--- src/rtl/uart_tx_arbiter.sv ---
// uart_tx_arbiter: round-robin sharing of one UART transmitter with optional packet lock
module uart_tx_arbiter #(
  parameter int NUM_REQ       = 4,
  parameter int ID_WIDTH      = 2,
  parameter int START_TIMEOUT = 64,
  parameter int LOCK_TIMEOUT  = 0
) (
  input  logic                   clk,
  input  logic                   rst,
  input  logic [NUM_REQ-1:0]     req_valid,
  input  logic [8*NUM_REQ-1:0]   req_data,
  input  logic [NUM_REQ-1:0]     req_last,
  output logic [NUM_REQ-1:0]     req_ready,
  output logic                   uart_transmit,
  output logic [7:0]             uart_tx_byte,
  input  logic                   uart_is_transmitting,
  output logic [ID_WIDTH-1:0]    grant_id,
  output logic                   locked,
  output logic                   busy,
  output logic                   start_error,
  output logic                   lock_timeout
);
  typedef enum logic [1:0] {IDLE, WAIT_START, WAIT_DONE, LOCKED} state_t;
  localparam int TW = 16;
  state_t state_q, state_d;
  logic [ID_WIDTH-1:0] ptr_q, ptr_d, grant_q, grant_d, win, sel, idx;
  logic [NUM_REQ-1:0] ready_q, ready_d;
  logic [7:0] byte_q, byte_d;
  logic [TW-1:0] timer_q, timer_d;
  logic locked_q, locked_d, transmit_q, transmit_d, serr_q, serr_d, lto_q, lto_d;
  logic found, load;
  always_comb begin
    found = 1'b0;
    win = '0;
    idx = '0;
    for (int k = 1; k <= NUM_REQ; k++) begin
      idx = ID_WIDTH'((int'(ptr_q) + k) % NUM_REQ);
      if (!found && req_valid[idx]) begin
        found = 1'b1;
        win = idx;
      end
    end
  end
  always_comb begin
    state_d = state_q;
    ptr_d = ptr_q;
    grant_d = grant_q;
    locked_d = locked_q;
    byte_d = byte_q;
    timer_d = timer_q + TW'(1);
    transmit_d = 1'b0;
    ready_d = '0;
    serr_d = 1'b0;
    lto_d = 1'b0;
    sel = state_q == LOCKED ? grant_q : win;
    load = !uart_is_transmitting && (state_q == IDLE ? found : state_q == LOCKED && req_valid[grant_q]);
    case (state_q)
      WAIT_START:
        if (uart_is_transmitting) state_d = WAIT_DONE;
        else if (timer_q == TW'(START_TIMEOUT - 1)) begin
          serr_d = 1'b1;
          locked_d = 1'b0;
          state_d = IDLE;
        end
      WAIT_DONE: begin
        timer_d = '0;
        if (!uart_is_transmitting) state_d = locked_q ? LOCKED : IDLE;
      end
      LOCKED:
        if (!load && LOCK_TIMEOUT != 0 && timer_q == TW'(LOCK_TIMEOUT - 1)) begin
          lto_d = 1'b1;
          locked_d = 1'b0;
          state_d = IDLE;
        end
      default: ;
    endcase
    // the rotation pointer only advances on a fresh arbitration, not inside a locked packet
    if (load) begin
      transmit_d = 1'b1;
      ready_d = NUM_REQ'(1) << sel;
      byte_d = req_data[{sel, 3'b000} +: 8];
      grant_d = sel;
      locked_d = ~req_last[sel];
      ptr_d = state_q == IDLE ? sel : ptr_q;
      timer_d = '0;
      state_d = WAIT_START;
    end
  end
  always_ff @(posedge clk) begin
    if (rst) begin
      state_q <= IDLE;
      ptr_q <= ID_WIDTH'(NUM_REQ - 1);
      grant_q <= '0;
      locked_q <= 1'b0;
      byte_q <= '0;
      timer_q <= '0;
      transmit_q <= 1'b0;
      ready_q <= '0;
      serr_q <= 1'b0;
      lto_q <= 1'b0;
    end else begin
      state_q <= state_d;
      ptr_q <= ptr_d;
      grant_q <= grant_d;
      locked_q <= locked_d;
      byte_q <= byte_d;
      timer_q <= timer_d;
      transmit_q <= transmit_d;
      ready_q <= ready_d;
      serr_q <= serr_d;
      lto_q <= lto_d;
    end
  end
  assign req_ready = ready_q;
  assign uart_transmit = transmit_q;
  assign uart_tx_byte = byte_q;
  assign grant_id = grant_q;
  assign locked = locked_q;
  assign busy = state_q != IDLE;
  assign start_error = serr_q;
  assign lock_timeout = lto_q;
endmodule

--- config.mk ---
export PLATFORM = sky130hd
export DESIGN_NAME = uart_tx_arbiter
export DESIGN_NICKNAME = d
export VERILOG_FILES = /design/src/rtl/uart_tx_arbiter.sv
export SDC_FILE = /design/constraint.sdc
export NUM_CORES = 1
export LEC_CHECK = 0
export CORE_UTILIZATION = 40
export DETAILED_ROUTE_END_ITERATION = 8
export HOLD_SLACK_MARGIN = 0.12
export PLACE_DENSITY = 0.72
export SLEW_MARGIN = 40
export SYNTH_ARGS = -nofsm -noshare
export SYNTH_HDL_FRONTEND = slang
export SYNTH_SLANG_ARGS = --single-unit
--- constraint.sdc ---
create_clock -name clk -period 4.41 [get_ports clk]
set_input_delay 0.882 -clock clk [delete_from_list [all_inputs] [get_ports clk]]
set_output_delay 0.882 -clock clk [all_outputs]
set_load 0.01 [all_outputs]
# Word-level counts from Yosys, hierarchy flattened
# Cells that the tools add are included.
# word_totals
in_bits	43
output_inout_bits	19
reg_bits	37
word_cells	92
# op_classes
eq_ne	9
n_reduce_logical	23
n_shift	2
addsub	5
magnitude_cmp	6
mux	34
bitwise_logic	3
# ops
cell	count
$shiftx A32 B6 Y8	1
$lt A2 B3 Y1 const B	6
$mux W1	18
$mux W2	9
$add A16 B1 Y16 const B	1
$eq A16 B6 Y1 const B	1
$bmux W1 S2	6
$reduce_and A3 Y1	3
$reduce_bool A2 Y1	4
$ne A3 B3 Y1 const B	2
$reduce_or A3 Y1	2
$logic_and A1 B1 Y1	5
$add A2 B1 Y2 const B	2
$add A2 B2 Y2 const B	2
$eq A2 B2 Y1 const B	2
$logic_not A1 Y1	4
$ne A4 B4 Y1 const B	1
$pmux W2 S2	1
$reduce_or A2 Y1	2
$shl A1 B2 Y4 const A	1
$not A1 Y1	3
$reduce_bool A3 Y1	1
$eq A2 B1 Y1 const B	1
$logic_not A2 Y1	1
other kinds (3)	3

# Logic depth before layout (Yosys ltp)
# logic_depth
depth_word	18
ltp_mapped	7
ltp_nobuf	6

# Worst setup path after synthesis
# OpenSTA, ideal clock, no wires.
# synth_timing
path_kind	input to register
from	input req_valid[3]
to	register ptr_q[1]
setup_slack_ns	2.106
t_arrival_ns	2.184
n_path_buf	1
required_time_ns	4.290
stages	7
setup_time_ns	0.120
path_cell_list	mux2_2 a32oi_1 nor2_1 o22a_1 buf_2 nor2b_1 a211o_1
# synth_via
elab_chain_cells	15
word_cells_on_any_way	29
cone_classes	mux: 20; reduce/logical: 9
# synth_rtl
item	line	rtl
from (decl)	10	input logic [NUM_REQ-1:0] req_valid,
$bmux W1 S2	38	if (!found && req_valid[idx]) begin
$mux W1 (implied by the code)	38	
$mux W1	38	
$logic_not A1 Y1	38	
$logic_and A1 B1 Y1	38	
$mux W1	38	
$logic_not A1 Y1	38	
$logic_and A1 B1 Y1	38	
$mux W1	38	
$logic_not A1 Y1	38	
$logic_and A1 B1 Y1	38	
$mux W1	38	
$mux W1	56	load = !uart_is_transmitting && (state_q == IDLE ? found : state_q == LOCKED && req_valid[grant_q]);
$logic_and A1 B1 Y1	56	
$reduce_and A2 Y1 (no source line)	-	
to (signal assigned)	92	ptr_q <= ID_WIDTH'(NUM_REQ - 1);
to (signal assigned)	103	ptr_q <= ptr_d;
to (decl)	26	logic [ID_WIDTH-1:0] ptr_q, ptr_d, grant_q, grant_d, win, sel, idx;
# Parallel ways exist; a longest one is shown, timed or not. The select of a mux whose other input is x is not followed.
# A chain may end at the register's enable or synchronous reset.

# Worst setup path in the final report
# layout_timing
from	input req_valid[3]
to	register byte_q[2], in the netlist uart_tx_byte[2]
# layout_via
elab_chain_cells	14
word_cells_on_any_way	29
cone_classes	shift: 1; mux: 20; reduce/logical: 8
# layout_rtl
item	line	rtl
$bmux W1 S2	38	
$mux W1 (implied by the code)	38	
$mux W1	38	
$logic_not A1 Y1	38	
$logic_and A1 B1 Y1	38	
$mux W1	38	
$logic_not A1 Y1	38	
$logic_and A1 B1 Y1	38	
$mux W1	38	
$logic_not A1 Y1	38	
$logic_and A1 B1 Y1	38	
$mux W2 or $mux W1 (tied branches)	38	
$mux W2 or $mux W1 (tied branches)	55, 56	
$shiftx A32 B6 Y8 or $logic_and A1 B1 Y1 (tied branches)	81, 56	
to (signal assigned)	106	byte_q <= byte_d;
to (decl)	28	logic [7:0] byte_q, byte_d;
# Parallel ways exist; a longest one is shown, timed or not. The select of a mux whose other input is x is not followed.

==> summary.md <==
| Metric | Value |
|---|---|
| Synth async-reset ratio | `0%` |
| RSZ-0062 raised after global routing | `false` |
| RePlAce Congestion | `0.8621` |
| Largest net degree at the start of global routing | `22` |
| Worst relative slew slack | `a little under three fifths` |
| VDD IR-drop max | `0.0002344 V` |
| Fin worst setup slack | `1.513 ns` |
| Arrival time at the worst endpoint | `3.10 ns` |
| Sequential area share after synthesis | `approximately 41%` |
| Hold endpoint | `timer_q[0]` |
| Leak pwr | `0.9492 nW` |
| Max cap viols | `0` |
| Dpl cells | `just over 300` |
| Post-route ant nets | `0` |
| RR Endpoint | `uart_tx_byte[2]` |
| Chip Height | `between 60 and 70 um` |
| Setup WS pre-CTS | `1.238 ns` |
| Class of the worst hold path | `reg2reg` |
| First-pass GRT wire length | `7521 um` |
| Fin nets | `308` |
| Htree depth | `2` |
| Antenna violations before repair | `0` |
| Postcts setup bufs | `0` |
| Clock Skew | `0.005200 ns` |
| Reg2reg setup slack | `2.14 ns` |
| Top FF cell, synth | `dfxtp_1` |
| Clock slew at reported path FFs | `0.07 ns` |
| Top cell type by total area after synthesis | `dfxtp_1` |
| Worst EP required | `4.61 ns` |
| GRT Resource Usage Total | `about a fifth` |
| Total CTS buffers | `5` |
| Num Clock Sinks | `37` |
| DR vias | `1697` |
| Warnings, synthesis | `0` |
| Fin cells | `around 320` |
| Worst path bufs/invs | `1` |
| F_max | `between 0.3 and 0.4 GHz` |
| Share of cells above drive strength 1 | `between 5 and 6%` |
| DR pass1 iterations | `4` |
| Worst Hold Launch | `timer_q[0]` |
| Final setup viols | `0` |
| Mean Syn Cell Area | `around 8.9 um^2` |
| Row cnt | `24` |
| Total gr overflow | `0` |
| Max-slew violations | `0` |
| Register area | `~740 um^2` |
| Worst-margin pin slew | `0.6704 ns` |
| Post-synth cell types | `43` |
| Worst-Skew Late Latency | `0.29 ns` |
| Worst reg2reg path depth | `6` |
| Die area | `4825 um^2` |
| Post-synth EDFFs | `0` |
| Post-CTS Hold Fix Bufs | `0` |
| Post-CTS sizing | `0` |
| Final period utilization | `65.70%` |
| Core footprint | `4354 um^2` |
| CP Cell Sequence | `clkdlybuf4s50_1, nor2b_1, o21ai_0, a311oi_1, nor2_1, or3_1, o221ai_1` |
| Dpl hpwl | `3243 um` |
| Mapped Nets | `248` |
| Post-layout minimum cycle time | `2.897 ns` |
| Vias/cell | `5.353` |
| CTS tree | `built` |
| Most frequent cells in the layout | `clkdlybuf4s50_1, nor2_1, dfxtp_1` |
| Area contributors post-synth | `dfxtp_1, mux2i_1, nor2_1` |
| Area of the multi-input gates | `1028 um^2` |
| Crit-path slowest cell | `clkdlybuf4s50_1` |
| Util after Layout | `between 50 and 60%` |
| Initial DRC count | `81` |
| Longest Clk Path Bufs | `2` |
| Fin. Hold Viols | `0` |
| Synth top area share | `about two fifths` |
| Count of state elements after synthesis | `37` |
| Die X | `69.46 um` |
| Critical path's largest stage delay | `0.56 ns` |
| Crit. End Element | `register` |
| Vias in the first global route | `1673` |
| Power Dens Cells | `311.4 nW/um^2` |
| Crit Path Max Fanout | `8` |
| DR WL/cell | `14.00 um` |
| Fillers | `384` |
| DR DRC count | `0` |
| CP Class | `in2reg` |
| WHS Path Cells | `1` |
| CP top delay family | `simple AND/OR/NAND/NOR gates` |
| Critical Path Start Type | `input port` |
| P&R area growth vs syn | `39.52%` |
| IO Count | `62` |
| Setup TNS | `0 ns` |
| Cells after synthesis | `a little over 200` |
| CTS root buffer | `clkbuf_8` |
| Worst r2r src | `state_q[0]` |
| ANT cells | `0` |
| Routed Wire Length | `4439 um` |
| Port Buf Inserts | `60` |
| Power, Total | `0.0007908 W` |
| Initial core utilization | `41.81%` |
| Status | `finished clean` |
| Mapped cell area | `1820 um^2` |
| Leading cell type in the layout, fill and taps excluded | `clkdlybuf4s50_1` |
## worst reg2reg max path, cell delays in order (launching register included)
cell      delay, ns
dfxtp_1        0.38
or2_1          0.27
or3_4          0.40
a21boi_4       0.16
buf_4          0.20
or3_1          0.52
o221ai_1       0.26
## worst max path at each step
stage / start / to / slack (ns) / depth (start not counted)
4_1_cts: req_valid[3] / uart_tx_byte[2] / 1.52 / 7
5_1_grt: req_valid[3] / uart_tx_byte[1] / 1.37 / 7
3_5_place_dp: req_valid[3] / uart_tx_byte[6] / 1.24 / 7
2_1_floorplan: req_valid[3] / ptr_q[1] / 2.11 / 7
6_report: req_valid[3] / uart_tx_byte[2] / 1.51 / 7
3_3_place_gp: req_valid[3] / ptr_q[1] / 1.15 / 7
## kinds of logic (layout without fill, tap and decap cells)
family / after synthesis / in the layout / synth area share (%)
AND/OR/NAND/NOR: 92 / 92 / 25.02
flip-flops: 37 / 37 / 40.69
AO/OA/AOI/OAI: 26 / 26 / 11.20
multiplexers: 21 / 21 / 12.37
XOR/XNOR: 14 / 14 / 6.736
buffers and inverters: 12 / 73 / 3.092
adder cells (fa/ha/maj): 1 / 1 / 0.6872
other: 1 / 1 / 0.2060
## Yosys cell counts, types with 2 or more instances
cell       n
o21ai_0    4
nand4_1    2
mux2i_1   18
or3_1      2
nor2b_1    6
nor2_1    41
nand3_1    7
dfxtp_1   37
nand3b_1   8
xor2_1     9
xnor2_1    5
nand2_1   11
inv_1      4
buf_2      3
clkbuf_1   2
nand2b_1   2
or2_1      2
mux2_2     2
a211o_1    2
buf_4      2
a21oi_1    3
and3_1     3
o221ai_1   8
nor4_1     2
## stage by stage
| step | area, um^2 | hold slack [ns] |
|---|---|---|
| global route | 2540 | 0.5258 |
| floorplan | 1821 | 0.4376 |
| CTS | 2540 | 0.4882 |
| finish | 2540 | 0.4823 |
| detailed placement | 2457 | 0.4671 |
| global placement | 2452 | 0.4566 |
## where the power goes
part	internal (W)	switching, W	total [W]
clock network	0.000110	0.000120	0.000229
registers	0.000354	0.0000172	0.000371
logic	0.000108	0.0000819	0.000190
total	0.000572	0.000219	0.000791
## routing by layer
| metal | wire, um | track usage (%) | up-vias |
|---|---|---|---|
| met5 | 0 | 0 | - |
| met4 | 74 | 7.937 | 0 |
| met3 | 325 | 5.378 | 14 |
| met2 | 2053 | 33.98 | 67 |
| met1 | 1986 | 22.61 | 779 |
| li1 | - | - | 837 |
## state kept, by name (all words and copies together) (netlist names)
signal and flops:
timer_q 16, uart_tx_byte 8, req_ready 4, grant_id 2, ptr_q 2, state_q 2
locked 1, start_error 1, uart_transmit 1
## area by class of cell
cell class / count / share of cell area (%)
Multi-Input combinational cell: 155 / 40.49
Sequential cell: 37 / 29.16
Timing Repair Buffer: 61 / 23.94
Clock buffer: 6 / 2.857
Tap cell: 52 / 2.562
Inverter: 4 / 0.5911
Clock inverter: 2 / 0.3941
Note: power is estimated with default switching activity, not from simulation.
